[src/rtl/baud_tick_gen_frac_if.sv]
// Control and tick bundle between a baud tick generator and its UART clients.
// The master side drives the rate/enable controls; the slave side returns the ticks.
interface baud_tick_gen_frac_if #(
    parameter int OVERSAMPLE = 16
);
    localparam int PW = $clog2(OVERSAMPLE);

    logic          en;
    logic          sync;
    logic [1:0]    baud_sel;
    logic          os_tick;
    logic          bit_tick;
    logic [PW-1:0] os_phase;

    modport master (
        output en, sync, baud_sel,
        input  os_tick, bit_tick, os_phase
    );

    modport slave (
        input  en, sync, baud_sel,
        output os_tick, bit_tick, os_phase
    );
endinterface

[src/rtl/baud_tick_gen_frac.sv]
// Fractional phase-accumulator baud generator: oversample and bit ticks,
// four run-time selectable rates, enable and phase resync.
module baud_tick_gen_frac #(
    parameter int unsigned CLK_FREQ   = 100_000_000,
    parameter int unsigned OVERSAMPLE = 16,
    parameter int unsigned ACC_WIDTH  = 24,
    parameter int unsigned BAUD0      = 9600,
    parameter int unsigned BAUD1      = 19200,
    parameter int unsigned BAUD2      = 57600,
    parameter int unsigned BAUD3      = 115200
) (
    input  logic                 clk,
    input  logic                 rst,
    baud_tick_gen_frac_if.slave  bus
);
    localparam int PW = $clog2(OVERSAMPLE);

    function automatic logic [63:0] inc_of(input logic [63:0] baud);
        logic [63:0] num;
        num = (baud * 64'(OVERSAMPLE)) << ACC_WIDTH;
        return (num + 64'(CLK_FREQ) / 64'd2) / 64'(CLK_FREQ);
    endfunction

    localparam logic [63:0] INC0_W  = inc_of(64'(BAUD0));
    localparam logic [63:0] INC1_W  = inc_of(64'(BAUD1));
    localparam logic [63:0] INC2_W  = inc_of(64'(BAUD2));
    localparam logic [63:0] INC3_W  = inc_of(64'(BAUD3));
    localparam logic [63:0] INC_MAX = 64'd1 << (ACC_WIDTH - 1);

    // Below half scale guarantees at most one carry per edge
    if (INC0_W == 64'd0 || INC0_W >= INC_MAX ||
        INC1_W == 64'd0 || INC1_W >= INC_MAX ||
        INC2_W == 64'd0 || INC2_W >= INC_MAX ||
        INC3_W == 64'd0 || INC3_W >= INC_MAX) begin : g_bad_inc
        $error("baud_tick_gen_frac: increment out of range");
    end

    if (OVERSAMPLE < 2 || OVERSAMPLE > 64 ||
        (OVERSAMPLE & (OVERSAMPLE - 1)) != 0) begin : g_bad_os
        $error("baud_tick_gen_frac: OVERSAMPLE must be a power of 2 in 2..64");
    end

    localparam logic [ACC_WIDTH-1:0] INC0 = INC0_W[ACC_WIDTH-1:0];
    localparam logic [ACC_WIDTH-1:0] INC1 = INC1_W[ACC_WIDTH-1:0];
    localparam logic [ACC_WIDTH-1:0] INC2 = INC2_W[ACC_WIDTH-1:0];
    localparam logic [ACC_WIDTH-1:0] INC3 = INC3_W[ACC_WIDTH-1:0];
    localparam logic [PW-1:0]        CNT_LAST = PW'(OVERSAMPLE - 1);

    logic [ACC_WIDTH-1:0] acc_q, acc_d;
    logic [PW-1:0]        cnt_q, cnt_d;
    logic [1:0]           sel_q, sel_d;
    logic                 os_q, os_d;
    logic                 bit_q, bit_d;

    logic [ACC_WIDTH-1:0] inc;
    logic [ACC_WIDTH:0]   sum;
    logic                 carry;

    always_comb begin
        unique case (sel_q)
            2'd0: inc = INC0;
            2'd1: inc = INC1;
            2'd2: inc = INC2;
            2'd3: inc = INC3;
        endcase
    end

    assign sum   = {1'b0, acc_q} + {1'b0, inc};
    assign carry = sum[ACC_WIDTH];

    always_comb begin
        acc_d = acc_q;
        cnt_d = cnt_q;
        sel_d = sel_q;
        os_d  = 1'b0;
        bit_d = 1'b0;
        if (bus.sync) begin
            acc_d = '0;
            cnt_d = '0;
            sel_d = bus.baud_sel;
        end else if (bus.baud_sel != sel_q) begin
            // New rate starts from a clean phase on the following edge
            acc_d = '0;
            cnt_d = '0;
            sel_d = bus.baud_sel;
        end else if (bus.en) begin
            acc_d = sum[ACC_WIDTH-1:0];
            if (carry) begin
                os_d  = 1'b1;
                bit_d = (cnt_q == CNT_LAST);
                cnt_d = cnt_q + PW'(1);
            end
        end
    end

    always_ff @(posedge clk) begin
        if (!rst) begin
            acc_q <= '0;
            cnt_q <= '0;
            sel_q <= bus.baud_sel;
            os_q  <= 1'b0;
            bit_q <= 1'b0;
        end else begin
            acc_q <= acc_d;
            cnt_q <= cnt_d;
            sel_q <= sel_d;
            os_q  <= os_d;
            bit_q <= bit_d;
        end
    end

    assign bus.os_tick  = os_q;
    assign bus.bit_tick = bit_q;
    assign bus.os_phase = cnt_q;
endmodule

[src/flat_wrapper.sv]
// flat-port wrapper written by rule: the top's interface ports become plain ports
module baud_tick_gen_frac_flat 
#(
    parameter int unsigned CLK_FREQ   = 100_000_000,
    parameter int unsigned OVERSAMPLE = 16,
    parameter int unsigned ACC_WIDTH  = 24,
    parameter int unsigned BAUD0      = 9600,
    parameter int unsigned BAUD1      = 19200,
    parameter int unsigned BAUD2      = 57600,
    parameter int unsigned BAUD3      = 115200
)
  (clk, rst, bus_en, bus_sync, bus_baud_sel, bus_os_tick, bus_bit_tick, bus_os_phase);
  baud_tick_gen_frac_if #(.OVERSAMPLE(OVERSAMPLE)) bus_i ();
  input  logic clk;
  input  logic rst;
  input wire logic [$bits(bus_i.en)-1:0] bus_en;
  input wire logic [$bits(bus_i.sync)-1:0] bus_sync;
  input wire logic [$bits(bus_i.baud_sel)-1:0] bus_baud_sel;
  output wire logic [$bits(bus_i.os_tick)-1:0] bus_os_tick;
  output wire logic [$bits(bus_i.bit_tick)-1:0] bus_bit_tick;
  output wire logic [$bits(bus_i.os_phase)-1:0] bus_os_phase;
  assign bus_i.en = bus_en;
  assign bus_i.sync = bus_sync;
  assign bus_i.baud_sel = bus_baud_sel;
  assign bus_os_tick = bus_i.os_tick;
  assign bus_bit_tick = bus_i.bit_tick;
  assign bus_os_phase = bus_i.os_phase;
  baud_tick_gen_frac #(.CLK_FREQ(CLK_FREQ), .OVERSAMPLE(OVERSAMPLE), .ACC_WIDTH(ACC_WIDTH), .BAUD0(BAUD0), .BAUD1(BAUD1), .BAUD2(BAUD2), .BAUD3(BAUD3)) u_core (.clk(clk), .rst(rst), .bus(bus_i));
endmodule
[config.mk]
export PLATFORM = sky130hd
export DESIGN_NAME = baud_tick_gen_frac_flat
export DESIGN_NICKNAME = d
export VERILOG_FILES = /design/src/rtl/baud_tick_gen_frac_if.sv /design/src/rtl/baud_tick_gen_frac.sv /design/src/flat_wrapper.sv
export SDC_FILE = /design/constraint.sdc
export NUM_CORES = 1
export LEC_CHECK = 0
export CAP_MARGIN = 10
export CORE_UTILIZATION = 40
export CTS_CLUSTER_DIAMETER = 150
export DETAILED_ROUTE_END_ITERATION = 10
export DONT_BUFFER_PORTS = 1
export GPL_TIMING_DRIVEN = 1
export PLACE_DENSITY = 0.6
export SLEW_MARGIN = 20
export SYNTH_ARGS = -nofsm -noshare
export SYNTH_HDL_FRONTEND = slang
export SYNTH_SLANG_ARGS = --single-unit
export TNS_END_PERCENT = 5
[constraint.sdc]
create_clock -name clk -period 3.91 [get_ports clk]
set_input_delay 0.782 -clock clk [delete_from_list [all_inputs] [get_ports clk]]
set_output_delay 0.782 -clock clk [all_outputs]
set_load 0.01 [all_outputs]
Yosys cells after proc, flatten, opt, wreduce, memory -nomap -nowiden
Cells that the tools add are included.
Widths: inputs -> output; s select.
{"block": "totals", "reg_bits": 32, "input_bits": 6, "output_inout_bits": 6, "wordCells": 26}
{"block": "op_classes", "n_reduce_logical": 5, "mux": 5, "n_eq_ne": 6, "n_addsub": 2, "bitwise": 3}
{"op": "$pmux 24 s4", "count": 1}
{"op": "$add 24x24->25", "count": 1}
{"op": "$mux 2", "count": 3}
{"op": "$reduce_or 5->1", "count": 1}
{"op": "$add 4x1->4 const B", "count": 1}
{"op": "$eq 2x2->1 const B", "count": 2}
{"op": "$eq 4x4->1 const B", "count": 1}
{"op": "$reduce_or 4->1", "count": 1}
{"op": "$ne 3x1->1 const B", "count": 1}
{"op": "$not 1->1", "count": 3}
{"op": "$reduce_or 3->1", "count": 1}
{"op": "$eq 2x1->1 const B", "count": 1}
{"op": "$logic_not 2->1", "count": 1}
{"op": "$ne 2x2->1", "count": 1}
{"op": "$reduce_and 2->1", "count": 1}
{"op": "$mux 1", "count": 1}

Logic depth before layout (Yosys ltp)
Gate-level depths: netlist of run 1.
{"block": "depth", "depth_word": 5, "mapped_depth": 12}

Least setup slack after synthesis of run 1
Ideal clock, no wire load.
{"block": "synth_path", "path_kind": "register to register", "from": "register u_core.sel_q[0]", "to": "register u_core.acc_q[14]", "period_less_slack_ns": 2.889, "required_ns": 3.823, "stages_incl_launch_ff": 13, "slack_ns": 1.021, "t_arrival_ns": 2.802, "cell_sequence": "edfxtp_1 > inv_1 > ha_1 > ha_1 > inv_1 > fa_1 > nand2b_1 > a21oi_2 > nor2b_1 > o311ai_1 > a31oi_1 > xor2_1 > o31ai_1"}
{"block": "synth_between", "elab_chain_len": 3, "word_cells_on_any_way": 8, "classes_between": "1 x add/sub; 4 x eq/ne; 1 x mux; 2 x reduce/logical"}
{"element": "start: declaration", "line": "baud_tick_gen_frac.sv:51", "text": "logic [1:0] sel_q, sel_d;"}
{"element": "start signal: assignment", "line": "baud_tick_gen_frac.sv:100", "text": "sel_q <= bus.baud_sel;"}
{"element": "start signal: assignment", "line": "baud_tick_gen_frac.sv:106", "text": "sel_q <= sel_d;"}
{"element": "$eq 2x2->1 (tied with other cells)", "line": "baud_tick_gen_frac.sv:60", "text": "unique case (sel_q)"}
{"element": "$pmux 24 s4", "line": "baud_tick_gen_frac.sv:60"}
{"element": "$add 24x24->25", "line": "baud_tick_gen_frac.sv:68", "text": "assign sum = {1'b0, acc_q} + {1'b0, inc};"}
{"element": "end signal: assignment", "line": "baud_tick_gen_frac.sv:98", "text": "acc_q <= '0;"}
{"element": "end signal: assignment", "line": "baud_tick_gen_frac.sv:104", "text": "acc_q <= acc_d;"}
{"element": "end: declaration", "line": "baud_tick_gen_frac.sv:49", "text": "logic [ACC_WIDTH-1:0] acc_q, acc_d;"}
Several ways; a longest one is shown, not always the timed one. The select of a mux whose other input is x is not followed.
A chain may end at the register's enable or synchronous reset.

Worst setup path in the final report of run 1
Same ends and word-level chain as after synthesis.

==> impl_metrics.yaml, run 1 <==
pwr:
  powerDensity_mw_per_mm2: 302
  leakagePower_nw: 1.06
  irDropWorstVdd_mv: 0.167
final_layout:
  area_delta_synth_final_pct: 4.49
  insertedDiodeCount: 0
  drive_above_1_share_pct: 8.20
  nNetsFinal: 333
  final_util_pct: 44.2
  finalInstanceArea_mm2: 0.00268
timing:
  hold_slack_ps: 486
  setup_viol: 0
  relSlewSlack_pct: 58.3
  period_share_pct: 82.8
  skew_ps: 9.87
  slew_violations: 0
  hold_viol: 0
  fin_setup_tns_ps: 0
  period_minus_slack_ps: 3240
  rsz0062_at_grt: "no"
  fmax_mhz: 309
  tightest_slew_ps: 625
critical_path:
  cp_data_arrival_time_ps: 3440
  path_class: "register to register"
  required_ps: 4110
  crit_slowest_cell: "edfxtp_1"
  cp_cell_sequence: "inv_1, ha_1, ha_1, inv_1, fa_1, nand2b_1, a21oi_2, nor2b_1, o311ai_1, a31oi_1, xor2_1, o31ai_1"
  critPathCaptureType: "register"
  crit_path_max_fanout: 7
  slowest_delay_ps: 510
  startpoint_type: "register"
run_status:
  status: "finished, final reports clean"
clock_tree:
  ctsHtreeMaxLevel: 2
  cts_setup_buffers: 0
  clk_pin_slew_ps: 70
  cts_buffers: 5
  cts_hold_buf: 0
  clockBufferDepth: 2
  cts.sinks: 32
  clockRootBuffer: "clkbuf_8"
  cts_resized: 0
  cts_tree: "yes"
  insertion_delay_ps: 290
detailed_routing:
  vias_per_cell: 5.71
  wl_um: 5670
  routedWlPerCell_um: 14.9
  drc: 0
  first_pass_iters: 4
  vias: 2170
  drt_iter0_drc: 133
  ant_nets: 0
synth:
  yosysSeqAreaShare_pct: 25.7
  synth_area_mm2: 0.00257
  synth.avg_cell_area_um2: 8.28
  yosys_warnings: 0
  synthCells: 310
  synth_fp_nets: 339
  ys.flop_type: "dfxtp_1"
  ys_ff_latch: 32
  synth_edf_count: 2
  async_reset_ff_share_pct: 0
  synth.distinct_cells: 60
global_route:
  grt.overflow.total: 0
  grt_max_degree: 25
  antenna_found_initial: 0
  grt_pass1_vias: 1979
  grt_pass1_wl_um: 9580
  grt.total_usage_pct: 18.6
die:
  die_x_um: 82.1
  die_area_mm2: 0.00674
  pin_count: 12
  fp.dieH_um: 82.1
  core_region_area_mm2: 0.00606
  initial_utilization_pct: 42.3
  rows: 28
place:
  gp_congestion: 0.863
  dpl.hpwl_um: 4230
  numPortBuffers: 0
  placed_area_mm2: 0.00257
worst_hold_path:
  hp-class: "register to register"
run:
  drv_cap: 0
flip-flops by register name, summed over array words and instances, names as in the netlist:
name / flops
u_core.acc_q: 24
u_core.bus.bit_tick: 1
u_core.bus.os_phase: 4
u_core.bus.os_tick: 1
u_core.sel_q: 2
worst paths after layout:
check	startpoint	endpoint	slack, ps	depth (start not counted)
worst min register to register	u_core.acc_q[13]	u_core.acc_q[13]	490	2
worst max register to register	u_core.sel_q[0]	u_core.acc_q[14]	670	12
worst min-delay path	u_core.acc_q[13]	u_core.acc_q[13]	490	2
worst max-delay path	u_core.sel_q[0]	u_core.acc_q[14]	670	12
area by class of cell:
class / count / area [um^2]
Timing Repair Buffer: 2 / 15.0
Inverter: 15 / 56.3
Sequential cell: 32 / 661
Fill cell: 623 / 3380
Multi-Input combinational cell: 248 / 1750
Tap cell: 75 / 93.8
Clock inverter: 2 / 35.0
Clock buffer: 6 / 72.6
critical path: cells and delay by family, from the launching register on:
| family | cells | cell delay [ps] |
|---|---|---|
| buffers and inverters | 2 | 200 |
| xor gates and xnor gates | 1 | 170 |
| and+or+nand+nor | 2 | 310 |
| DFF | 1 | 510 |
| adders and majority gates | 3 | 890 |
| AOI/OAI and AO/OA | 4 | 1070 |
through the flow:
stage / setup slack, ps / total power [mW] / cells
after detailed placement: 646 / 0.495 / 372
after global routing: 428 / 0.847 / 380
final: 671 / 0.809 / 380
after CTS: 657 / 0.818 / 380
after global placement: 794 / 0.494 / 372
after floorplan: 1020 / 0.476 / 310
metal layers:
metal,up-vias,GRT usage (%),wire [um]
li1,1130,-,-
met5,-,0,0
met4,0,7.19,76
met2,38,27.1,2480
met3,6,3.19,237
met1,996,26.8,2880
cell families (layout without fill, tap and decap cells):
logic type      count (synthesis)  after routing  synth area share (%)
simple gates                  114            114                  23.1
compound gates                 78             78                  21.4
flops                          32             32                  25.7
buf+inv                        30             25                  6.14
fa+ha+maj                      27             27                  13.1
xor+xnor                       16             16                  5.46
mux                            13             13                  5.07
cell usage in the layout (no fill, tap or decap), drive strengths merged, types with 7 or more instances in the layout:
| master | n |
|---|---|
| a21oi | 28 |
| a31oi | 9 |
| and3 | 9 |
| dfxtp | 30 |
| ha | 22 |
| inv | 14 |
| mux2i | 13 |
| nand2 | 27 |
| nand3 | 12 |
| nand4 | 8 |
| nor2 | 20 |
| nor3 | 7 |
| o21ai | 14 |
| xnor2 | 10 |
power by group:
part	switching [mW]	internal (mW)	total [mW]
combinational	0.0901	0.0577	0.148
sequential	0.00577	0.335	0.340
clock	0.132	0.189	0.321
total	0.228	0.581	0.809
cells in the mapped netlist, drive strengths merged, types with 8 or more instances:
master,count,share of area (%)
nand4,8,2.0
o21ai,14,3.3
xnor2,10,3.4
nand3,12,2.3
ha,22,11
a31oi,9,2.8
mux2i,13,5.1
nand2,27,3.9
buf,8,2.5
dfxtp,30,23
and3,9,2.2
a21oi,28,6.2
inv,14,2.0
nor2,20,2.9
(Power assumes the default switching activity.)
==> run 2, diff against run 1 <==
- clock period: 3.91 -> 3.2 ns (I/O delays scaled with it)
==> run 2 against run 1 <==
  * Clock power down 2%
  * Sequential share of layout area shrank 0.092 points
  * Sequential power increased by 22%
  * Via count up 1.7%
  * Clock skew is 1.8 ps lower
==> impl_metrics.yaml, run 2 (synthesis results as in run 1) <==
run_status:
  status: "finished, final reports clean"
timing:
  setup_viol: 0
  hold_viol: 0
  tightest_slew_ps: 739
  fin_ws_ps: 278
  rsz0062_at_grt: "no"
  fmax_mhz: 342
  relSlewSlack_pct: 50.7
  period_minus_slack_ps: 2920
  hold_slack_ps: 438
  slew_violations: 0
  skew_ps: 8.09
  fin_setup_tns_ps: 0
  period_share_pct: 91.3
clock_tree:
  cts_buffers: 5
  clockRootBuffer: "clkbuf_8"
  cts_tree: "yes"
  ctsHtreeMaxLevel: 2
  cts_hold_buf: 0
  cts.sinks: 32
  clk_pin_slew_ps: 80
  cts_resized: 0
  insertion_delay_ps: 290
  clockBufferDepth: 2
  cts_setup_buffers: 0
run:
  drv_cap: 0
die:
  pin_count: 12
  die_area_mm2: 0.00674
  fp.dieH_um: 82.1
  initial_utilization_pct: 42.3
  rows: 28
  die_x_um: 82.1
  core_region_area_mm2: 0.00606
pwr:
  switchingPower_mw: 0.282
  total_power_mw: 0.916
  irDropWorstVdd_mv: 0.164
  power.share.clock_pct: 34.6
  leakagePower_nw: 1.07
  pwr-share-seq_pct: 45.3
  intPower_mw: 0.634
  swShare_pct: 30.8
  combPwrFrac_pct: 20.2
  powerDensity_mw_per_mm2: 340
global_route:
  grt_pass1_wl_um: 9640
  grt.overflow.total: 0
  grt.met3_usage_pct: 3.63
  met1_usage_pct: 25.8
  grt.busiest_layer: "met2"
  antenna_found_initial: 0
  grt.total_usage_pct: 18.6
  grtUsageMet2_pct: 28.8
  grt_pass1_vias: 2007
  grt_max_degree: 25
detailed_routing:
  routedWlPerCell_um: 14.4
  drt_iter0_drc: 166
  first_pass_iters: 4
  drc: 0
  vias_per_cell: 5.74
  wl_um: 5530
  vias: 2206
  ant_nets: 0
final_layout:
  layout_common_cells: "30 x dfxtp_1, 27 x nand2_1, 25 x a21oi_1, 22 x ha_1, 20 x nor2_1"
  area_delta_synth_final_pct: 4.88
  largest_reg_flops: 24
  regMostFlops: "u_core.acc_q"
  n_fill_cell: 604
  nNetsFinal: 337
  drive_above_1_share_pct: 9.71
  layout_commonest_cell: "dfxtp_1"
  insertedDiodeCount: 0
place:
  dpl.hpwl_um: 4170
  place_ws_ps: 282
  numPortBuffers: 0
  gp_congestion: 0.894
critical_path:
  required_ps: 3420
  startpoint_type: "register"
  crit_path_max_fanout: 10
  path_class: "register to register"
  cp_data_arrival_time_ps: 3140
  critPathCaptureType: "register"
worst_hold_path:
  hp-class: "primary input to register"
==> run 2: changes by cell type in the layout (fill, tap and decap cells not counted) <==
| cell | delta |
|---|---|
| clkinv_2 | +1 |
| clkinv_4 | +1 |
| bufinv_16 | -1 |
| clkbuf_1 | -1 |
| buf_4 | +4 |
==> run 2: cell type report <==
| cell class | instances | area (um^2) | share of cell area [%] |
|---|---|---|---|
| tap | 75 | 93.8 | 3.49 |
| sequential | 32 | 661 | 24.5 |
| clock inverter | 3 | 18.8 | 0.697 |
| inverter | 15 | 56.3 | 2.09 |
| multi-input combinational | 248 | 1750 | 64.9 |
| timing repair buffer | 6 | 45.0 | 1.67 |
| clock buffer | 5 | 68.8 | 2.56 |
==> run 2: power groups by stage <==
stage / Sequential, mW / Combinational [mW] / Clock, mW
floorplan: 0.422 / 0.159 / 0
global route: 0.415 / 0.210 / 0.343
global placement: 0.423 / 0.184 / 0
finish: 0.414 / 0.185 / 0.316
CTS: 0.414 / 0.185 / 0.328
detailed placement: 0.423 / 0.184 / 0
==> run 2: metal layers <==
layer  part of all wire, %  vias to the layer above
li1                      -                     1134
met4                   1.0                        0
met5                     0                        -
met3                   2.6                        4
met2                    45                       29
met1                    52                     1039
==> run 2: through the flow <==
stage / instances / cell area [um^2] / util (%)
6_report: 384 / 2690 / 44.4
5_1_grt: 384 / 2690 / 44.4
3_3_place_gp: 376 / 2600 / 43.0
3_5_place_dp: 376 / 2600 / 43.0
2_1_floorplan: 310 / 2570 / -
4_1_cts: 384 / 2690 / 44.4
==> run 2: critical path, cell delays in order, from the launching register on <==
cell and delay [ps]:
edfxtp_1 480, inv_1 120, ha_1 200, inv_1 100, ha_1 420, o21ai_2 90, a2111o_1 410, o21bai_4 190
a21oi_4 220, o21ai_4 120, or3_1 360, a21oi_1 130
==> run 2: path summary, 6_finish.rpt <==
check                                         endpoint             start  depth (start not counted)  slack [ps]
worst max-delay path            u_core.bus.os_phase[2]   u_core.sel_q[1]                         11         280
worst min-delay path                   u_core.sel_q[1]   bus_baud_sel[1]                          0         440
worst max register to register  u_core.bus.os_phase[2]   u_core.sel_q[1]                         11         280
worst min register to register        u_core.acc_q[17]  u_core.acc_q[17]                          2         480
==> run 3, diff against run 2 <==
- SKIP_LAST_GASP: default -> 1
==> results of run 3 <==
The final DEF is identical to that of run 2; final timing and power are the same.
